[src/rtl/bpsk_rx_frame_ctrl.sv]
// BPSK receive frame controller: sync hunt in both polarities, length byte,
// payload delivery over valid/ready, and zero-length/overflow/stall aborts.
module bpsk_rx_frame_ctrl #(
    parameter logic [15:0] SYNC_WORD      = 16'hD391,
    parameter int          TIMEOUT_CYCLES = 4096
) (
    input  logic       clk,
    input  logic       rst,
    input  logic       enable,
    input  logic       bit_in,
    input  logic       bit_valid,
    output logic [7:0] byte_data,
    output logic       byte_valid,
    input  logic       byte_ready,
    output logic       byte_last,
    output logic       polarity,
    output logic       busy,
    output logic       frame_start,
    output logic       frame_done,
    output logic       frame_err,
    output logic [1:0] err_code
);

    localparam int SW = $clog2(TIMEOUT_CYCLES + 1);

    typedef enum logic [2:0] {
        IDLE,
        HUNT,
        LEN,
        PAYLOAD,
        DRAIN
    } state_t;

    state_t state, state_n;

    logic [15:0]   sr;
    logic [4:0]    fill;
    logic [2:0]    bit_cnt;
    logic [7:0]    byte_sr;
    logic [7:0]    remaining;
    logic [SW-1:0] stall_cnt;

    logic [15:0] sr_n;
    logic [7:0]  new_byte;
    logic        bit_done;
    logic        stall_hit;
    logic        xfer;
    logic        sync_hit;

    logic       start_ev;
    logic       err_ev;
    logic [1:0] err_val;
    logic       done_ev;
    logic       load_ev;
    logic       clr_ev;

    assign sr_n      = {sr[14:0], bit_in};
    assign new_byte  = {byte_sr[6:0], bit_in ^ polarity};
    assign bit_done  = bit_valid && (bit_cnt == 3'd7);
    assign stall_hit = !bit_valid && (stall_cnt == SW'(TIMEOUT_CYCLES - 1));
    assign xfer      = byte_valid && byte_ready;
    // fill reaches 16 with this bit when it is already at 15 or more
    assign sync_hit  = bit_valid && (fill >= 5'd15) &&
                       ((sr_n == SYNC_WORD) || (sr_n == ~SYNC_WORD));
    assign busy      = (state == LEN) || (state == PAYLOAD) ||
                       (state == DRAIN);

    always_ff @(posedge clk) begin
        if (rst) begin
            state <= IDLE;
        end else begin
            state <= state_n;
        end
    end

    always_comb begin
        state_n  = state;
        start_ev = 1'b0;
        err_ev   = 1'b0;
        err_val  = 2'd0;
        done_ev  = 1'b0;
        load_ev  = 1'b0;
        clr_ev   = 1'b0;
        if (!enable) begin
            state_n = IDLE;
            clr_ev  = 1'b1;
        end else begin
            unique case (state)
                IDLE: state_n = HUNT;
                HUNT: begin
                    if (sync_hit) begin
                        state_n  = LEN;
                        start_ev = 1'b1;
                    end
                end
                LEN: begin
                    if (stall_hit) begin
                        err_ev  = 1'b1;
                        err_val = 2'd3;
                    end else if (bit_done) begin
                        if (new_byte == 8'd0) begin
                            err_ev  = 1'b1;
                            err_val = 2'd1;
                        end else begin
                            state_n = PAYLOAD;
                        end
                    end
                end
                PAYLOAD: begin
                    if (stall_hit) begin
                        err_ev  = 1'b1;
                        err_val = 2'd3;
                    end else if (bit_done) begin
                        if (byte_valid && !byte_ready) begin
                            err_ev  = 1'b1;
                            err_val = 2'd2;
                        end else begin
                            load_ev = 1'b1;
                            if (remaining == 8'd1) state_n = DRAIN;
                        end
                    end
                end
                DRAIN: begin
                    if (xfer) begin
                        done_ev = 1'b1;
                        clr_ev  = 1'b1;
                        state_n = HUNT;
                    end
                end
                default: state_n = IDLE;
            endcase
            if (err_ev) begin
                state_n = HUNT;
                clr_ev  = 1'b1;
            end
        end
    end

    always_ff @(posedge clk) begin
        if (rst) begin
            sr          <= '0;
            fill        <= '0;
            bit_cnt     <= '0;
            byte_sr     <= '0;
            remaining   <= '0;
            stall_cnt   <= '0;
            byte_data   <= '0;
            byte_valid  <= 1'b0;
            byte_last   <= 1'b0;
            polarity    <= 1'b0;
            frame_start <= 1'b0;
            frame_done  <= 1'b0;
            frame_err   <= 1'b0;
            err_code    <= 2'd0;
        end else begin
            frame_start <= start_ev;
            frame_done  <= done_ev;
            frame_err   <= err_ev;
            if (err_ev) begin
                err_code <= err_val;
            end else if (start_ev) begin
                err_code <= 2'd0;
            end
            if (state == HUNT && bit_valid) begin
                sr   <= sr_n;
                fill <= (fill == 5'd16) ? fill : fill + 5'd1;
            end
            if (state == LEN || state == PAYLOAD) begin
                if (bit_valid) begin
                    bit_cnt   <= bit_cnt + 3'd1;
                    byte_sr   <= new_byte;
                    stall_cnt <= '0;
                end else begin
                    stall_cnt <= stall_cnt + SW'(1);
                end
            end
            if (state == LEN && bit_done) remaining <= new_byte;
            if (start_ev) begin
                polarity  <= (sr_n != SYNC_WORD);
                bit_cnt   <= '0;
                stall_cnt <= '0;
                sr        <= '0;
                fill      <= '0;
            end
            if (xfer) begin
                byte_valid <= 1'b0;
                byte_last  <= 1'b0;
            end
            // a completing byte may replace one being taken this cycle
            if (load_ev) begin
                byte_data  <= new_byte;
                byte_valid <= 1'b1;
                byte_last  <= (remaining == 8'd1);
                remaining  <= remaining - 8'd1;
            end
            if (clr_ev) begin
                byte_valid <= 1'b0;
                byte_last  <= 1'b0;
                sr         <= '0;
                fill       <= '0;
            end
        end
    end

endmodule

[config.mk]
export PLATFORM = sky130hd
export DESIGN_NAME = bpsk_rx_frame_ctrl
export DESIGN_NICKNAME = d
export VERILOG_FILES = /design/src/rtl/bpsk_rx_frame_ctrl.sv
export SDC_FILE = /design/constraint.sdc
export NUM_CORES = 1
export LEC_CHECK = 0
export ABC_AREA = 0
export CORE_ASPECT_RATIO = 0.9
export CORE_MARGIN = 2
export CORE_UTILIZATION = 45
export CTS_BUF_LIST = sky130_fd_sc_hd__clkbuf_8
export CTS_CLUSTER_SIZE = 20
export DETAILED_ROUTE_END_ITERATION = 10
export PLACE_DENSITY = 0.66
export RECOVER_POWER = 50
export REMOVE_ABC_BUFFERS = 1
export SKIP_LAST_GASP = 1
export SYNTH_ARGS = -nofsm -noshare
export SYNTH_HDL_FRONTEND = slang
export SYNTH_SLANG_ARGS = --single-unit
[constraint.sdc]
create_clock -name clk -period 2.3 [get_ports clk]
set_input_delay 0.69 -clock clk [delete_from_list [all_inputs] [get_ports clk]]
set_output_delay 0.69 -clock clk [all_outputs]
set_load 0.05 [all_outputs]
## Word-level counts from Yosys, hierarchy flattened

Cells that the tools add are included.

- Bits in registers: 70
- Bits of input ports: 6
- Output and inout bits: 17
- Logic and storage cells: 128

- $add $sub $neg: 4
- Order comparisons: 1
- Eq/ne operators: 29
- Multiplexer cells: 48
- Bitwise logic cells: 3
- Reductions and logical operators: 27

Operators with widths:

| cell | number |
|---|---|
| $mux W3 | 9 |
| $mux W1 | 26 |
| $ne A3 B2 Y1 const B | 7 |
| $reduce_and A9 Y1 | 2 |
| $eq A16 B14 Y1 const B | 1 |
| $eq A16 B16 Y1 const B | 1 |
| $mux W8 | 2 |
| $ne A16 B16 Y1 const B | 1 |
| $ne A2 B2 Y1 const B | 8 |
| $pmux W3 S5 | 1 |
| $mux W2 | 7 |
| $add A13 B1 Y13 const B | 1 |
| $eq A13 B12 Y1 const B | 1 |
| $mux W13 | 1 |
| $eq A8 B1 Y1 const B | 1 |
| $logic_and A1 B1 Y1 | 8 |
| $logic_not A8 Y1 | 1 |
| $sub A8 B1 Y8 const B | 1 |
| $eq A3 B2 Y1 const B | 2 |
| $eq A3 B3 Y1 const B | 2 |
| $reduce_bool A2 Y1 | 3 |
| $reduce_or A2 Y1 | 3 |
| $reduce_or A3 Y1 | 2 |
| $add A5 B1 Y5 const B | 1 |
| other kinds (15) | 20 |

## Logic depth before layout (Yosys ltp)

- Depth after elaboration: 10
- Depth in mapped cells: 9
- Mapped depth without buffers: 8

## Least setup slack after synthesis

Ideal clock, no wire load.

- Path kind: input to register
- Start: input port bit_in
- End: register stall_cnt[4]
- Library setup time: 119 ps
- Arrival time: 2,107 ps
- Data required time: 2,181 ps
- Setup slack: 74 ps
- Stages: 7
- Path buffers: 1
- Path through: or4b_1 > nor4_2 > o2111ai_4 > nand2b_4 > or2b_2 > buf_12 > nor2_4

- Word-level cells in the longest chain between the ends: 7
- Elaborated cells between the ends (all ways): 8
- Those cells by class: eq/ne: 2; mux: 3; reduce/logical: 3

Ends and longest elaborated chain:

| what | RTL line | text |
|---|---|---|
| start: declaration | 10 | `input logic bit_in,` |
| $eq A16 B16 Y1 / $eq A16 B14 Y1 (equally long branches) | 64 | `((sr_n == SYNC_WORD) \|\| (sr_n == ~SYNC_WORD));` |
| $logic_or A1 B1 Y1 * | 64 |  |
| $logic_and A1 B1 Y1 * | 63 | `assign sync_hit = bit_valid && (fill >= 5'd15) &&` |
| $mux W1 * | 91 | `if (sync_hit) begin` |
| $mux W1 * | 88 | `unique case (state)` |
| $mux W1 * | 84 | `if (!enable) begin` |
| $reduce_or A2 Y1 (no line) * | -- |  |
| end signal: assignment | 174 | `stall_cnt <= stall_cnt + SW'(1);` |
| end: declaration | 41 | `logic [SW-1:0] stall_cnt;` |

Mark *: on every way between the ends. The rest lies on a longest branch, timed or not.
A chain may end at the register's enable or synchronous reset.

## Final worst setup path

- Start: input port bit_in
- End: register polarity

- Word-level cells in the longest chain between the ends: 6
- Elaborated cells between the ends (all ways): 8
- Those cells by class: eq/ne: 3; mux: 3; reduce/logical: 2

Ends and longest elaborated chain:

| what | RTL line | text |
|---|---|---|
| $eq A16 B16 Y1 / $eq A16 B14 Y1 (equally long branches) | 64 |  |
| $logic_or A1 B1 Y1 | 64 |  |
| $logic_and A1 B1 Y1 | 63 |  |
| $mux W1 | 91 |  |
| $mux W1 | 88 |  |
| $mux W1 | 84 |  |
| end signal: assignment | 179 | `polarity <= (sr_n != SYNC_WORD);` |
| end: declaration | 16 | `output logic polarity,` |

Several ways; a longest one is shown, not always the timed one.

==> results.json <==
{
  "achievable-frequency_mhz": 452,
  "reg2reg_from": "sr[6]$_SDFFE_PP0P_",
  "criticalPathCategory": "input port to flop",
  "dpl.hpwl_um": 5330,
  "grt-busiest-layer": "met2",
  "count_of_unresolved_drc_violations_after_routing": 0,
  "total_grt_usage_pct": 19.6,
  "nNetsFinal": 461,
  "detailedRoute.firstPassIterationCount": 4,
  "fin_crit_sh_pct": 96.1,
  "post-route-min-period_ns": 2.21,
  "cts-root-buf": "clkbuf_8",
  "synth-main-ff-cell": "dfxtp_1",
  "tns_ns": 0,
  "grt_remaining_overflow": 0,
  "cts_tree": "yes",
  "timing.slew.headroom_pct": 59.9,
  "die-width_um": 93.9,
  "die_h_um": 84.9,
  "core_um2": 7040,
  "die_area_um2": 7980,
  "run_status": "completed",
  "vias": 2887,
  "cts_buffer_depth": 2,
  "count_of_endpoints_failing_hold_in_the_final_timing_report": 0,
  "worst_setup_path_start_kind": "input port",
  "numCtsBuffers": 9,
  "cts_htree_levels": 3,
  "synthesis.yosys.warnings": 0,
  "totalWireLength_um": 7320,
  "initial_utilization_pct": 46.5,
  "postSynthCellCount": 389,
  "first_global_vias": 2716,
  "design_area_um2": 4070,
  "grt_util_met2_pct": 30.5,
  "setup_repair_after_global_routing_missed_its_margin": "false",
  "min_from": "byte_data[2]$_SDFFE_PP0P_",
  "final_core_utilization_pct": 57.9,
  "ir_drop_mv": 0.405,
  "syn_avg_cell_area_um2": 8.42,
  "mappedNetlistArea_um2": 3270,
  "crit_required_ns": 2.53,
  "syn_to_final_growth_pct": 24.4,
  "io_buffers": 22,
  "number_of_pins_with_negative_max_slew_slack_in_the_final_report": 0,
  "grt_max_degree": 29,
  "holdCritPathClass": "flop to flop",
  "synth_enable_flop_cells": 0,
  "timing.final.ws_setup_ns": 0.0888,
  "timing.critical_path.from": "bit_in",
  "routed_wire_length_per_instance_um": 13.4,
  "clock_sinks": 70,
  "gp_congestion": 0.837,
  "grt_antenna_before_repair": 0,
  "global_route_wire_length_before_repair_um": 12400,
  "viasPerCell": 5.30,
  "floorplan.io_pins": 23,
  "maxCapViolations": 0,
  "fin_skew_ns": 0.00791,
  "filler_cell_count": 648,
  "worst-endpoint-arrival_ns": 2.44,
  "drtAntennaViolNets": 0,
  "setup.worst_path.end_class": "flop",
  "synth-seq-cells": 70,
  "drive_above_1_share_pct": 16.4,
  "synth_cell_types": 48,
  "worstMarginPinSlew_ns": 0.597,
  "globalRouteMet1Util_pct": 26.4,
  "seq_area_frac_synth_pct": 42.8,
  "rows": 29,
  "timing.final.setup_violations": 0,
  "total_leakage_power_nw": 1.47,
  "grt_util_met3_pct": 6.39,
  "ys_async_sr_fraction_pct": 0,
  "crit_fanout": 4,
  "worstSkewPairLatency_ns": 0.34,
  "path_clk_slew_ns": 0.07,
  "initialDrtViolationCount": 147,
  "layout.cells.non_filler": 545,
  "place_inst": 525,
  "dpl_worst_slack_ns": -0.415,
  "detailed_place.area_um2": 3860,
  "powerDensity_nw_per_um2": 592,
  "n_diodes": 0
}
layout by cell type, fill, tap and decap left out, types with 7 or more instances in the layout:
| cell type | count |
|---|---|
| clkbuf_1 | 8 |
| nor2_4 | 10 |
| ha_1 | 8 |
| nand3_1 | 9 |
| nand2_1 | 82 |
| nor2_1 | 26 |
| clkbuf_8 | 9 |
| inv_1 | 8 |
| nor3_1 | 8 |
| clkdlybuf4s50_1 | 15 |
| o21ai_0 | 7 |
| nand4_1 | 9 |
| dfxtp_1 | 70 |
| buf_4 | 32 |
| xor2_1 | 11 |
| a21oi_1 | 48 |
area by class of cell:
class	instances	area (um^2)	area share, %
tap	93	116	2.86
timing repair buffer	67	558	13.7
clock inverter	7	90.1	2.21
clock buffer	9	124	3.04
multi-input combinational	292	1760	43.1
sequential	70	1400	34.4
inverter	7	26.3	0.645
critical path, cell delays in order:
cell             delay, ns
clkdlybuf4s15_1       0.19
or4b_1                0.52
nor4_2                0.19
buf_4                 0.18
o2111ai_4             0.16
clkbuf_4              0.17
buf_4                 0.13
nand2_1               0.06
o21a_1                0.11
nor2_1                0.03
kinds of logic (layout without fill, tap and decap cells):
group / Yosys count / in the layout / share of synthesized area, %
flops: 70 / 70 / 42.8
simple gates: 192 / 192 / 32.0
compound gates: 75 / 75 / 13.8
mux: 2 / 2 / 0.650
buf+inv: 27 / 90 / 3.71
fa+ha+maj: 8 / 8 / 3.06
xor+xnor: 15 / 15 / 4.01
per-layer routing:
| metal | vias up | wire length (um) |
|---|---|---|
| li1 | 1459 | - |
| met1 | 1363 | 3510 |
| met2 | 61 | 3370 |
| met3 | 4 | 408 |
| met4 | 0 | 39 |
| met5 | - | 0 |
state kept, by name (all words and copies together) (netlist names):
register / cells
sr: 15
stall_cnt: 13
byte_data: 8
remaining: 8
byte_sr: 7
fill: 5
bit_cnt: 3
state: 3
err_code: 2
byte_last: 1
byte_valid: 1
frame_done: 1
frame_err: 1
frame_start: 1
polarity: 1
path summary, 6_finish.rpt:
check,end,slack [ns],cells past startpoint
max,polarity$_SDFFE_PP0P_,0.09,10
min,byte_data[2]$_SDFFE_PP0P_,0.45,2
max reg2reg,polarity$_SDFFE_PP0P_,0.17,9
min reg2reg,byte_data[2]$_SDFFE_PP0P_,0.45,2
where the power goes:
group          leakage [nW]  total (mW)  internal (mW)  switching [mW]
combinational         0.798       0.131         0.0549          0.0756
clock                 0.110        1.06          0.604           0.456
sequential            0.564        1.22           1.22         0.00460
Yosys cell counts (all sizes together) (3+ instances only):
master / n / area share [%]
xor2: 11 / 2.9
xnor2: 4 / 1.1
a21oi: 48 / 7.3
nand2b: 7 / 1.6
ha: 8 / 3.1
buf: 4 / 1.1
nand4b: 6 / 1.6
o21ai: 7 / 1.1
nor3: 8 / 1.2
dfxtp: 70 / 43
inv: 7 / 0.80
and2: 6 / 1.1
nor2: 36 / 6.4
o211ai: 3 / 0.69
nand3: 9 / 1.4
nor2b: 3 / 0.57
and3: 6 / 1.1
a211oi: 5 / 1.1
nand4: 9 / 1.7
or4b: 4 / 1.3
clkbuf: 16 / 1.8
nand2: 82 / 9.4
nor4: 5 / 1.6
metrics by stage:
step | power (mW) | hold slack (ns)
2_1_floorplan | 1.30 | 0.438
3_3_place_gp | 1.37 | 0.445
3_5_place_dp | 1.37 | 0.452
4_1_cts | 2.44 | 0.459
5_1_grt | 2.51 | 0.478
6_report | 2.41 | 0.454
timing repair:
action | 4_1_cts | 5_1_grt
resized for setup | 4 | 3
endpoints found under the setup margin | 29 | 35
gates cloned | 1 | 0
hold buffers | 0 | 0
buffers inserted | 3 | 0
pin swaps | 3 | 1
(Power assumes the default switching activity.)
==> RTL edit 1 (config.mk and constraints unchanged) <==
Re-encode `state_t` (5 states) as one-hot, 5 bits wide.
--- a/src/rtl/bpsk_rx_frame_ctrl.sv
+++ b/src/rtl/bpsk_rx_frame_ctrl.sv
@@ -25,8 +25,8 @@
 
-    typedef enum logic [2:0] {
-        IDLE,
-        HUNT,
-        LEN,
-        PAYLOAD,
-        DRAIN
+    typedef enum logic [4:0] {
+        IDLE    = 5'b00001,
+        HUNT    = 5'b00010,
+        LEN     = 5'b00100,
+        PAYLOAD = 5'b01000,
+        DRAIN   = 5'b10000
     } state_t;
Behaviour: no difference found for any inputs over 10 cycles, from zero or initial values and one cycle with rst high; not proved beyond that.
==> RTL edit 1 against the original RTL <==
- highest routed layer unchanged
- count of clock-buffer cells in the layout increased by 1
- final area increased by 6.5%
- wire length increased by 4.3%
- synthesized area increased by 5.2%
- critical path type is now register to primary output
- total power increased by 7.4%
- sequential share of layout area decreased by 1.2 points
- setup slack got worse by 0.041 ns
- sequential cell count increased by 2
==> RTL edit 1: results (changes against the original RTL) <==
- Seq/Total Area, Yosys: 41.8% (-0.97 points)
- Rel. slew slack: 51.1% (-8.7 points)
- Worst-path fanout max: 3 (-1)
- Post-synth ARST share: 0% (unchanged)
- Clk_lat worst skew: 0.34 ns (about the same)
- Yosys warns: 0 (unchanged)
- Total track usage: 19.7% (+0.12 points)
- DP Area: 4070 um2 (+5.5%)
- CP peak stage delay: 0.83 ns (+0.31 ns)
- Dominant cells by area after synthesis: dfxtp_1 42%, mux2i_1 7.3%, nor3_1 4.5%
- Slowest-stage cell, CP: clkdlybuf4s50_1
- Setup Buffers After CTS: 0 (-3)
- Top cell family by delay on the critical path: buffers and inverters
- Via/cell ratio: 5.38 (+1.6%)
- Initial antenna violation count: 0 (unchanged)
- Clock Path Buffers: 2 (unchanged)
- Gp weighted congestion: 0.868 (+3.7%)
- Outcome: complete, no violations
- Yosys cell types: 52 (+8.3%)
- Filler instances: 637 (-1.7%)
- H-tree depth: 3 (unchanged)
- Hold Path Class: register to register
- Vias in the first global route: 2797 (+3.0%)
- First-pass GRT wire length: 12900 um (+3.4%)
- Commonest cells post-synth: 72 x dfxtp_1, 37 x nand2_1, 37 x nor2_1, 31 x nor3_1, 25 x mux2i_1
- Largest net degree at the start of global routing: 28 (-3.4%)
- Clk pin slew, worst setup/hold paths: 0.08 ns
- DP Worst Slack: -0.376 ns (+0.0390 ns)
- CTS root buf: clkbuf_8
- Clk_skew: 0.0116 ns (+0.00371 ns)
- Area leader, netlist: dfxtp_1
- Worst vdd ir: 0.000430 V (+6.2%)
- Total Routed Length: 7640 um (+4.3%)
- Crit path DAT: 1.56 ns (-0.88 ns)
- Leak: 1.67 nW (+13%)
- Nets: 457 (-0.87%)
- Max-cap violations: 0 (unchanged)
- HPWL after detailed placement: 5590 um (+5.0%)
- Initial drt markers: 136 (-7.5%)
- Share of cells above drive strength 1: 16.5% (+0.15 points)
[RTL edit 1: changes by cell type in the layout (fill, tap and decap cells not counted), moves of 5 or more]
cell,change
a21oi_1,-31
nand4b_1,-6
nand2_1,-45
nor4bb_1,+7
nor3_1,+22
nand3_1,+7
nor2_4,-9
buf_4,+5
mux2i_1,+24
nor2_1,+11
clkbuf_1,-6
[RTL edit 1: cell families (layout without fill, tap and decap cells)]
| logic type | count (synthesis) | after routing | synth area share, % |
|---|---|---|---|
| AO/OA/AOI/OAI | 52 | 52 | 10.5 |
| XOR/XNOR | 21 | 21 | 5.34 |
| adder cells (fa/ha/maj) | 8 | 8 | 2.90 |
| buffers and inverters | 27 | 88 | 3.96 |
| flip-flops | 72 | 72 | 41.8 |
| multiplexers | 25 | 25 | 7.26 |
| AND/OR/NAND/NOR | 182 | 182 | 28.3 |
[RTL edit 1: through the flow]
stage / cells / utilization, %
floorplan: 366 / -
global placement: 528 / 54.5
detailed placement: 528 / 54.5
CTS: 544 / 58.0
global route: 544 / 58.1
finish: 544 / 58.1
[RTL edit 1: final timing paths]
| kind | start | end | slack (ns) | cells after the start |
|---|---|---|---|---|
| hold reg to reg | byte_data[2] | byte_data[2] | 0.45 | 2 |
| setup / recovery | byte_valid | byte_valid | 0.05 | 1 |
| setup reg to reg | fill[0] | err_code[1] | 0.12 | 9 |
| hold / removal | byte_data[2] | byte_data[2] | 0.45 | 2 |
[RTL edit 1: what timing repair did]
action / 4_1_cts / 5_1_grt
setup endpoints to repair: 12 / 16
hold buffers: 0 / 0
gates resized for setup: 2 / 3
[RTL edit 1: report_power, final]
group	switching, mW	internal (mW)	total (mW)
Sequential	0.00474	1.25	1.25
Combinational	0.0508	0.0432	0.0939
Clock	0.487	0.756	1.24
[RTL edit 1: final cells by class]
cell class / instances / area, um2 / share of cell area (%)
multi-input combinational: 288 / 1890 / 43.6
sequential: 72 / 1440 / 33.2
timing repair buffer: 66 / 611 / 14.1
clock buffer: 10 / 138 / 3.17
tap: 96 / 120 / 2.77
clock inverter: 6 / 115 / 2.65
inverter: 6 / 22.5 / 0.519
[RTL edit 1: metal layers]
layer	vias to the layer above	track usage [%]	part of all wire (%)
met4	0	7.40	1.7
met2	28	31.9	47
li1	1505	-	-
met1	1386	25.4	49
met5	-	0	0
met3	10	4.68	2.1
==> RTL edit 2 (config.mk and constraints unchanged) <==
Without the edit above. Set the parameter `TIMEOUT_CYCLES` to 1024 (it was 4096).
--- a/src/rtl/bpsk_rx_frame_ctrl.sv
+++ b/src/rtl/bpsk_rx_frame_ctrl.sv
@@ -4,3 +4,3 @@
     parameter logic [15:0] SYNC_WORD      = 16'hD391,
-    parameter int          TIMEOUT_CYCLES = 4096
+    parameter int          TIMEOUT_CYCLES = 1024
 ) (
Behaviour: same outputs for any inputs over 10 cycles, from zero or initial values and one cycle with rst high; that may be too few to reach the edited logic, so the function may still have changed.
==> RTL edit 2 against the original RTL <==
- sequential cell count down 2
- final area down 3.4%
- first-iteration DRC count down 12%
- combinational power down 24%
- setup slack worse by 0.025 ns
- clock skew down 0.0014 ns
- wire length down 9.8%
- synthesized area down 4.6%
- sequential power down 3%
- register-to-register slack better by 0.09 ns
- total power down 4.9%
- largest cell class unchanged
- highest routed layer unchanged
==> RTL edit 2: results (changes against the original RTL) <==
- Outcome: complete, no violations
- Resized cells post-CTS: 0 (-4)
- Yosys cell types: 51 (+6.3%)
- First-pass GRT wire length: 11100 um (-11%)
- IO buf count: 22 (unchanged)
- Routed length on met3: 265 um (-35%)
- Hold Path Sink: byte_data[3]
- XOR/XNOR Fraction of Synth Area: 3.36% (-0.65 points)
- Non-Filler Instances: 509 (-6.6%)
- Rel. slew slack: 60.5% (+0.69 points)
- Total track usage: 17.8% (-1.8 points)
- Worst vdd ir: 0.000490 V (+21%)
- CP peak stage delay: 0.82 ns (+0.30 ns)
- Worst-path fanout max: 3 (-1)
- Vias in the first global route: 2397 (-12%)
- Largest net degree at the start of global routing: 21 (-28%)
- Reg area: 1360 um2 (-2.9%)
- Area of the multi-input gates: 1700 um2 (-3.5%)
- Clock-cell share: 5.38% (+0.12 points)
- Dominant cells by area after synthesis: dfxtp_1 44%, nor2_1 6.0%, a21oi_1 5.8%
- Inverter count: 6 (-1)
- Clk_skew: 0.00652 ns (-0.00139 ns)
- Commonest cells post-synth: 68 x dfxtp_1, 50 x nor2_1, 43 x nand2_1, 36 x a21oi_1, 16 x mux2i_1
- Initial drt markers: 130 (-12%)
- DP Area: 3720 um2 (-3.6%)
- Nets: 428 (-7.2%)
- Post-layout minimum cycle time: 2.24 ns (+0.0251 ns)
- R2r setup slk: 0.26 ns (+0.09 ns)
- CP Capture Point: polarity
- Launch point of the worst reg-to-reg path: fill[0]
- Net Sw Frac: 22.0% (-0.21 points)
- Via/cell ratio: 5.27 (-0.60%)
- HPWL after detailed placement: 4910 um (-7.9%)
- Routed wl met2: 2880 um (-15%)
- Seq/Total Area, Yosys: 43.6% (+0.78 points)
- Reg2Reg Depth: 8 (-1)
- Met2 GRT Util: 26.0% (-4.5 points)
- Leak: 1.40 nW (-4.7%)
- Filler instances: 593 (-8.5%)
- Met1 Usage GRT: 25.0% (-1.4 points)
- Synthesized flop and latch total: 68 (-2.9%)
- Count of multi-input gates: 271 (-7.2%)
- Slowest-stage cell, CP: clkdlybuf4s50_1
- Setup Buffers After CTS: 0 (-3)
- Metal-1 WL: 3410 um (-2.8%)
- Post-synthesis compound-gate area fraction: 14.9% (+1.2 points)
- Total Routed Length: 6610 um (-9.8%)
- Top cell family by delay on the critical path: buffers and inverters
- Crit path DAT: 1.55 ns (-0.89 ns)
- Post-Synthesis Cells: 361 (-7.2%)
- DP Cell Count: 493 (-6.1%)
- Non-clock buffers: 58 (-13%)
- Multi-input combinational area share: 43.1% (about the same)
- Gp weighted congestion: 0.790 (-5.6%)
- Initial antenna violation count: 0 (unchanged)
- DP Worst Slack: -0.319 ns (+0.0963 ns)
- Worst hold slack: 0.459 ns (+0.00482 ns)
- Mux share of post-synthesis cell area: 5.13% (+4.5 points)
==> RTL edit 2: changes by cell type in the layout (fill, tap and decap cells not counted), moves of 4 or more <==
cell / unedited run / this run
nand2_1: 82 / 43
a21oi_1: 48 / 36
nand4b_1: 6 / 2
o21ai_0: 7 / 11
nor2_1: 26 / 50
mux2i_1: 1 / 16
clkdlybuf4s50_1: 15 / 19
clkbuf_1: 8 / 2
xor2_1: 11 / 7
nor2_4: 10 / 0
a32oi_1: 0 / 5
==> RTL edit 2: power by group through the flow <==
| stage | sequential (mW) | clock [mW] | combinational [mW] |
|---|---|---|---|
| global route | 1.18 | 1.09 | 0.108 |
| CTS | 1.18 | 1.05 | 0.0998 |
| floorplan | 1.21 | 0 | 0.0385 |
| detailed placement | 1.21 | 0 | 0.0995 |
| finish | 1.18 | 1.01 | 0.100 |
| global placement | 1.21 | 0 | 0.0991 |
